==> src/rtl/dm_arb_pkg.sv <==
// Shared types and width defaults for the two-port data-memory arbiter.
package dm_arb_pkg;

  typedef enum logic {IDLE, RESP} state_t;

  localparam logic REQ0 = 1'b0;
  localparam logic REQ1 = 1'b1;

  localparam int ADDR_W_DEFAULT = 32;
  localparam int DATA_W_DEFAULT = 32;

endpackage

==> src/rtl/dm_arb_grant.sv <==
// Combinational 2-way grant. DM_ARB_ROUND_ROBIN_EN selects round-robin on contention;
// otherwise requester 0 has fixed priority and no last-grant history is used.
module dm_arb_grant
  import dm_arb_pkg::*;
(
`ifdef DM_ARB_ROUND_ROBIN_EN
  input  logic       last_grant,
`endif
  input  logic [1:0] valid,
  output logic       grant_any,
  output logic       grant_id
);

  assign grant_any = |valid;

  // NOTE: every always_comb output gets a default first so no path can infer a latch.
  always_comb begin
    grant_id = REQ0;
`ifdef DM_ARB_ROUND_ROBIN_EN
    if (valid == 2'b11) grant_id = ~last_grant;
    else if (valid == 2'b10) grant_id = REQ1;
`else
    if (valid == 2'b10) grant_id = REQ1;
`endif
  end

endmodule

==> src/rtl/dm_arbiter.sv <==
// Shares the single-port data memory between two requesters; 1-cycle read responses are
// routed back to the issuing requester. DM_ARB_ROUND_ROBIN_EN enables round-robin grant.
module dm_arbiter
  import dm_arb_pkg::*;
#(
  parameter int ADDR_W = ADDR_W_DEFAULT,
  parameter int DATA_W = DATA_W_DEFAULT
) (
  input  logic              clk,
  input  logic              reset,
  input  logic              r0_valid,
  input  logic              r0_we,
  input  logic [ADDR_W-1:0] r0_addr,
  input  logic [DATA_W-1:0] r0_wdata,
  output logic              r0_ready,
  output logic              r0_rvalid,
  output logic [DATA_W-1:0] r0_rdata,
  input  logic              r1_valid,
  input  logic              r1_we,
  input  logic [ADDR_W-1:0] r1_addr,
  input  logic [DATA_W-1:0] r1_wdata,
  output logic              r1_ready,
  output logic              r1_rvalid,
  output logic [DATA_W-1:0] r1_rdata,
  output logic              dm_read,
  output logic              dm_write,
  output logic [ADDR_W-1:0] dm_addr,
  output logic [DATA_W-1:0] dm_wdata,
  input  logic [DATA_W-1:0] dm_rdata
);

  logic              grant_any;
  logic              grant_id;
  logic              accept;
  logic              sel_we;
  logic [ADDR_W-1:0] sel_addr;
  logic [DATA_W-1:0] sel_wdata;
  logic              resp_active;
  state_t            state_q, state_d;
  logic              rsp_owner_q, rsp_owner_d;

`ifdef DM_ARB_ROUND_ROBIN_EN
  logic              last_grant_q;
`endif

  dm_arb_grant u_grant (
`ifdef DM_ARB_ROUND_ROBIN_EN
    .last_grant (last_grant_q),
`endif
    .valid      ({r1_valid, r0_valid}),
    .grant_any  (grant_any),
    .grant_id   (grant_id)
  );

  assign sel_we    = (grant_id == REQ1) ? r1_we    : r0_we;
  assign sel_addr  = (grant_id == REQ1) ? r1_addr  : r0_addr;
  assign sel_wdata = (grant_id == REQ1) ? r1_wdata : r0_wdata;

  // Reset masks every handshake and strobe, even though grant itself is combinational.
  assign accept   = grant_any & ~reset;
  assign r0_ready = accept & (grant_id == REQ0);
  assign r1_ready = accept & (grant_id == REQ1);
  assign dm_read  = accept & ~sel_we;
  assign dm_write = accept &  sel_we;
  assign dm_addr  = accept ? sel_addr  : '0;
  assign dm_wdata = accept ? sel_wdata : '0;

  assign resp_active = (state_q == RESP) & ~reset;
  assign r0_rvalid   = resp_active & (rsp_owner_q == REQ0);
  assign r1_rvalid   = resp_active & (rsp_owner_q == REQ1);
  assign r0_rdata    = reset ? '0 : dm_rdata;
  assign r1_rdata    = reset ? '0 : dm_rdata;

  // A read accepted while a response is in flight simply re-arms RESP for its own owner.
  always_comb begin
    state_d     = IDLE;
    rsp_owner_d = rsp_owner_q;
    if (dm_read) begin
      state_d     = RESP;
      rsp_owner_d = grant_id;
    end
  end

  // NOTE: registered state uses non-blocking assignments so all flops update together.
  always_ff @(posedge clk) begin
    if (reset) begin
      state_q     <= IDLE;
      rsp_owner_q <= REQ0;
    end else begin
      state_q     <= state_d;
      rsp_owner_q <= rsp_owner_d;
    end
  end

`ifdef DM_ARB_ROUND_ROBIN_EN
  always_ff @(posedge clk) begin
    if (reset)       last_grant_q <= REQ1;
    else if (accept) last_grant_q <= grant_id;
  end
`endif

endmodule

==> config.mk <==
export PLATFORM = sky130hd
export DESIGN_NAME = dm_arbiter
export DESIGN_NICKNAME = d
export VERILOG_FILES = /design/src/rtl/dm_arb_pkg.sv /design/src/rtl/dm_arb_grant.sv /design/src/rtl/dm_arbiter.sv
export SDC_FILE = /design/constraint.sdc
export NUM_CORES = 1
export LEC_CHECK = 0
export CAP_MARGIN = 20
export CORE_AREA = 2 2 117 119
export DETAILED_ROUTE_END_ITERATION = 10
export DIE_AREA = 0 0 119 121
export MAX_ROUTING_LAYER = met4
export PLACE_DENSITY = 0.58
export SLEW_MARGIN = 5
export SYNTH_ARGS = -nofsm -noshare
export SYNTH_HDL_FRONTEND = slang
export SYNTH_SLANG_ARGS = --single-unit
==> constraint.sdc <==
create_clock -name clk -period 1.8 [get_ports clk]
set_clock_uncertainty 0.2 [all_clocks]
set_input_delay 0.36 -clock clk [delete_from_list [all_inputs] [get_ports clk]]
set_output_delay 0.36 -clock clk [all_outputs]
set_load 0.02 [all_outputs]
======== Word-level counts from Yosys, hierarchy flattened ========
Index checks and enable logic that the tools add are counted.
Widths: inputs -> output; s select.
storage, ports and cells
  flip-flop bits (word level) ............. 2
  input bits .............................. 166
cells by class
  equal/unequal tests ..................... 1
  multiplexer cells ....................... 8
  bitwise logic cells ..................... 12
  reduce and logical (&&, ||, !) cells .... 1
operator list
  operator            number
  $mux 32             5
  $and 1x1->1         8
  $not 1->1           4
  $mux 1              3
  $eq 2x2->1 const B  1
  $reduce_or 2->1     1

======== Longest topological paths before layout ========
  word-level depth ........................ 6
  mapped depth ............................ 4
  gate-level depth less buffers ........... 2

======== Cells and area by module ========
A second synthesis with hierarchy kept.
unflattened totals
  cell total of the unflattened synthesis .. 230
  area, all modules ....................... 1641.6 µm²
by module, submodules not included
  module        instances  cells an instance  area an instance (µm²)
  dm_arbiter    1          228                1629.1
  dm_arb_grant  1          2                  12.5

======== Worst setup path before layout ========
Ideal clock, no wire load.
  path kind ............................... input port to output port
  start point ............................. in reset
  end point ............................... out r1_rdata[13]
  arrival ................................. 1293 ps
  data required time ...................... 1240 ps
  slack ................................... -53 ps
  stages .................................. 4
  cell sequence ........................... clkbuf_1 buf_2 nor2b_1 buf_4
on the way
  cells in the longest elaborated chain, start to end .. 1
ends and longest elaborated chain
  element             line              source
  start: declaration  dm_arbiter.sv:10  input logic reset,
  $mux 32             --
  end: declaration    dm_arbiter.sv:24  output logic [DATA_W-1:0] r1_rdata,
Every way passes these cells.

======== Worst setup path after layout ========
  start point ............................. in r1_valid
  end point ............................... out dm_write
on the way
  cells in the longest elaborated chain, start to end .. 4
  elaborated cells on any way between the ends .. 6
  those cells by class .................... 1 x eq/ne; 2 x mux; 2 x bitwise; 1 x reduce/logical
ends and longest elaborated chain
  element             line                source
  start: declaration  dm_arbiter.sv:18    input logic r1_valid,
  $eq 2x2->1          dm_arb_grant.sv:23  if (valid == 2'b10) grant_id = REQ1;
  $mux 1              dm_arb_grant.sv:23
  $mux 1              dm_arbiter.sv:55    assign sel_we = (grant_id == REQ1) ? r1_we : r0_we;
  $and 1x1->1 *       dm_arbiter.sv:64    assign dm_write = accept & sel_we;
  end: declaration    dm_arbiter.sv:26    output logic dm_write,
Mark *: on every way between the ends. The rest lies on a longest branch, timed or not.

==> results.ini <==
[worst_setup_path]
critPathKind = in -> out
path_common_cell = buf_6
critPathMaxStageDelay_ns = 0.29
crit_path_max_fanout = 8
cp-start-kind = primary input
rr_worst_depth = 2
arrival_ns = 1.39
r2r-start = rsp_owner_q$_SDFFE_PP0P_
slowest_stage = a32o_2
end_kind = output port
required_ns = 1.24
path_cells = buf_6, nor2b_4, buf_6, buf_12, buf_16, a32o_2, buf_6
reg2reg_slack_ns = 0.87
r2r_end = rsp_owner_q$_SDFFE_PP0P_

[die]
rows = 42
core_um2 = 13100
start_util_pct = 10.4
die_w_um = 119
die_h_um = 121
die_area_um2 = 14400
io_pins = 300

[power]
share_comb_of_total_power_pct = 76.1
power.total_w = 0.00159
irDropWorstVdd_v = 0.000211
p_seq_share_pct = 3.0
leakage_nw = 2.04
cellPowerDensity_nw_per_um2 = 358
p_switching_w = 0.000570
intPower_w = 0.00102
clkPwrFrac_pct = 20.9
switching_share_pct = 35.8

[clock_network]
clock_sinks = 2
cts_htree_levels = 1
hold_buffers = 0
path_clk_slew_ns = 0.03
cts_root_buf = clkbuf_16
cts_buffers = 3
clk_latency_ns = 0.22
clock_path_buffers = 2
cts_tree = yes

[sta]
period_minus_slack_ns = 1.95
rsz0062_at_grt = true
finalCritPeriodShare_pct = 108
fin_ws_ns = -0.148
setup_viol = 58
fmaxAchievable_ghz = 0.513
slew_headroom_pct = 82.4
tns_ns = -5.56
worst_pin_slew_ns = 0.264
slew_violations = 0
hold_viol = 0

[placed_design]
dp_hpwl_um = 7680
io_buffers = 299
dpl-instance-area_um2 = 4370
gp_congestion = 0.751
dp_slack_ns = -0.935

[job]
max_cap_violations = 0

[hold_path]
hold_depth = 3
hold_end = state_q$_SDFF_PP0_
hp-start = r1_we
hold_path_class = in -> reg

[routing]
routed_wl_um = 10800
drc = 0
routedWlPerCell_um = 17.3
vias_per_cell = 4.13
via_count = 2570
drt_iter0_drc = 98
drt_first_pass_iters = 4
ant_nets = 0

[finish]
drive_gt1_share_pct = 45.7
post-route-util_pct = 33.9
final_nets = 614
diodes = 0
n_fill_cell = 1338
areaGrowthSynthToFinish_pct = 226
multi_input_area_um2 = 1010
register_area_um2 = 40.0
design_area_um2 = 4440

[synth]
syn_inst = 169
syn_area_um2 = 1360
yosys_warnings = 0
synth-seq-cells = 2
seq_area_frac_synth_pct = 2.94
syn_nets = 335
netlist-cell-type-count = 13
avgSynthCellArea_um2 = 8.05

[status]
status = finished, violations left
violations = negative setup slack

[grt]
grt_pass1_wl_um = 15500
grt_max_degree = 35
antenna_found_initial = 0
grt_usage_pct = 14.2
overflow = 0
first_global_vias = 2778

==> per-layer routing <==
metal  vias up  routed length, um  global-route usage (%)
li1       1216                  -                       -
met1      1191               4100                    15.1
met2       159               5850                    27.9
met3         4                772                    2.63
met4         0                 55                    2.01
met5         -                  0                       -
==> repair_timing <==
item | 4_1_cts | 5_1_grt
endpoints found under the setup margin | 134 | 80
cloned | 8 | 0
pin swaps | 32 | 10
setup buffers | 14 | 2
gates resized for setup | 640 | 49
==> cell type report <==
type | count | share of cell area, %
flip-flops and latches | 2 | 0.902
multi-input cells | 109 | 22.7
well taps | 176 | 4.96
repair buffers | 331 | 69.6
inverters | 1 | 0.0846
clock buffers | 3 | 1.69
==> stage by stage <==
step	instances	hold slack [ns]
finish	622	0.283
floorplan	169	0.314
detailed placement	600	0.424
global placement	600	0.411
global route	622	0.305
CTS	625	0.283
==> state kept, by name, indices dropped and copies added, names as in the netlist <==
register	count
rsp_owner_q	1
state_q	1
==> worst max path at each step <==
stage                         from      endpoint  slack [ns]  cells after the start
after floorplan              reset  r1_rdata[13]       -0.05                      4
after global placement       reset  dm_wdata[25]       -0.92                      5
after detailed placement  r0_valid  dm_wdata[25]       -0.93                      5
after CTS                 r0_valid      dm_write       -0.16                      7
after global routing         reset    dm_addr[7]       -0.18                      6
final                     r1_valid      dm_write       -0.15                      7
==> cell usage after synthesis (all sizes together) <==
master,n,area (um2)
and3b,1,8.76
a32o,66,661
nor2,1,3.75
buf,52,365
dfxtp,2,40.0
nor2b,35,219
nor3b,2,15.0
clkbuf,5,18.8
nand2b,1,6.26
a21oi,2,10.0
or3b,1,8.76
inv,1,3.75
==> cell usage in the layout, fill, tap and decap left out <==
cell type / n
clkdlybuf4s50_1: 160
buf_2: 83
buf_6: 55
a32o_1: 45
nor2b_1: 27
a32o_2: 21
buf_4: 14
buf_12: 8
nor2b_2: 6
buf_16: 5
clkbuf_16: 3
nor2b_4: 2
nor3b_1: 2
clkbuf_2: 2
dlygate4sd2_1: 2
dfxtp_1: 2
nand2b_4: 1
or3b_4: 1
a21oi_4: 1
inv_2: 1
and3b_1: 1
nor2_1: 1
a21oi_1: 1
buf_8: 1
dlygate4sd1_1: 1
==> critical path, delay by kind of cell <==
kind / cells / cell delay [ns]
buffers and inverters: 5 / 0.61
AO/OA/AOI/OAI: 1 / 0.29
AND/OR/NAND/NOR: 1 / 0.12
==> logic make-up (layout without fill, tap and decap cells) <==
logic type	after synthesis	after routing	share of synthesized area, %
compound gates	68	68	49.3
buf+inv	58	335	28.5
flops	2	2	2.94
simple gates	41	41	19.2
==> power groups by stage <==
stage / registers, W / clock network [W] / logic [W]
floorplan: 0.0000484 / 0 / 0.000484
global placement: 0.0000486 / 0 / 0.00118
detailed placement: 0.0000487 / 0 / 0.00119
CTS: 0.0000481 / 0.000339 / 0.00123
global route: 0.0000485 / 0.000341 / 0.00127
finish: 0.0000481 / 0.000332 / 0.00121
Note: power is estimated with default switching activity, not from simulation.
==> edit, RTL diff (same flow settings) <==
The package constant `DATA_W_DEFAULT` goes from 32 to 16.
--- a/src/rtl/dm_arb_pkg.sv
+++ b/src/rtl/dm_arb_pkg.sv
@@ -8,5 +8,5 @@
 
   localparam int ADDR_W_DEFAULT = 32;
-  localparam int DATA_W_DEFAULT = 32;
+  localparam int DATA_W_DEFAULT = 16;
 
 endpackage
Interface: changed (6 resized); port bits go from 300 to 204. The function was not compared with the original's and may differ.
==> edit against the unedited design <==
  * The flow still finishes with violations (setup timing)
  * Largest cell class unchanged
  * Largest power group unchanged
  * Highest routed layer unchanged
  * Maximum frequency is 3.7% lower
  * Synthesized area shrank 31%
  * Non-clock buffer count fell by 94
  * Setup slack worse by 0.076 ns
  * Die area stayed put
  * Total power down 18%
  * Routed wire length shrank 28%
  * Register-to-register slack worse by 0.03 ns
  * Design area down 20%
  * Via count fell by 26%
  * Utilization fell by 6.9 points
  * Sequential cell count unchanged
  * Critical endpoint is now dm_addr[23]
==> edit: results (changes against the unedited design) <==
| Metric | Value |
|---|---|
| Setup TNS | -5.52 ns (was -5.56 ns) |
| Pre-CTS WS | -0.930 ns (was -0.935 ns) |
| Final setup fails | 49 (was 58) |
| Total GRT Usage | 10.2% (was 14.2%) |
| Final worst-path setup slack | -0.224 ns (was -0.148 ns) |
| DP Area | 0.00311 mm^2 (was 0.00437 mm^2) |
| Met2 wire len | 4.02 mm (was 5.85 mm) |
| VDD IR-drop max | 0.549 mV (was 0.211 mV) |
| Initial DRC count | 52 (was 98) |
| Failing checks | setup timing (unchanged) |
| Initial antenna violation count | 0 (unchanged) |
| Crit path max fanout | 4 (was 8) |
| Fin nets | 440 (was 614) |
| DR WL met3 | 528 um (was 772 um) |
| First-pass GRT wire length | 11.4 mm (was 15.5 mm) |
| Largest net degree at the start of global routing | 42 (was 35) |
| Setup crit end | dm_addr[23] (was dm_write) |
| Status | finished with violations (unchanged) |
| Vias per cell | 3.83 (was 4.13) |
| Data arrival time of the worst path | 1.46 ns (was 1.39 ns) |
| Setup slack, reg-to-reg | 0.84 ns (was 0.87 ns) |
| DR WL/cell | 15.6 um (was 17.3 um) |
| Number of global-route vias before repair | 2,013 (was 2,778) |
| Cells after synthesis | 114 (was 169) |
| Top post-synthesis cells by count | 50 x a32o_1, 18 x nor2b_1, 16 x buf_4, 9 x buf_2, 7 x clkbuf_1 (was 66 x a32o_1, 42 x buf_4, 35 x nor2b_1, 10 x buf_2, 5 x clkbuf_1) |
| Fin Hold WS | 0.290 ns (was 0.283 ns) |
| Net Count, Synth | 232 (was 335) |
| Vias | 1,902 (was 2,570) |
| Top cells by area, synth | a32o_1 54%, buf_4 13%, nor2b_1 12%, buf_2 4.8%, dfxtp_1 4.3% (was a32o_1 49%, buf_4 23%, nor2b_1 16%, buf_2 3.7%, dfxtp_1 2.9%) |
| Distinct cell type count after synthesis | 15 (was 13) |
| Leak pwr | 1.58 nW (was 2.04 nW) |
| Crit-path slowest cell | a32o_1 (was a32o_2) |
| CP max stage delay | 0.25 ns (was 0.29 ns) |
| IO buf count | 203 (was 299) |
| Post-DP HPWL | 5.03 mm (was 7.68 mm) |
==> edit: changes by cell type after synthesis <==
| cell | change |
|---|---|
| a32o_1 | -16 |
| buf_2 | -1 |
| buf_4 | -26 |
| buf_6 | +2 |
| clkbuf_1 | +2 |
| inv_1 | -1 |
| inv_2 | +1 |
| nor2b_1 | -17 |
| nor2b_2 | +1 |
==> edit: power by group <==
group	internal (mW)	switching, mW	total, mW
logic	0.554	0.372	0.926
registers	0.0471	0.00121	0.0483
clock network	0.283	0.0520	0.335
total	0.884	0.425	1.31
==> edit: layout make-up <==
class | instances | area, um^2
inverter | 1 | 8.76
timing repair buffer | 237 | 2450
tap | 176 | 220
clock buffer | 3 | 75.1
fill | 1356 | 9550
sequential | 2 | 40.0
multi-input combinational | 77 | 741
==> edit: per-layer routing <==
layer / global-route usage (%) / vias up
li1: - / 882
met2: 18.7 / 111
met3: 1.46 / 4
met1: 12.1 / 905
met5: - / -
met4: 1.64 / 0
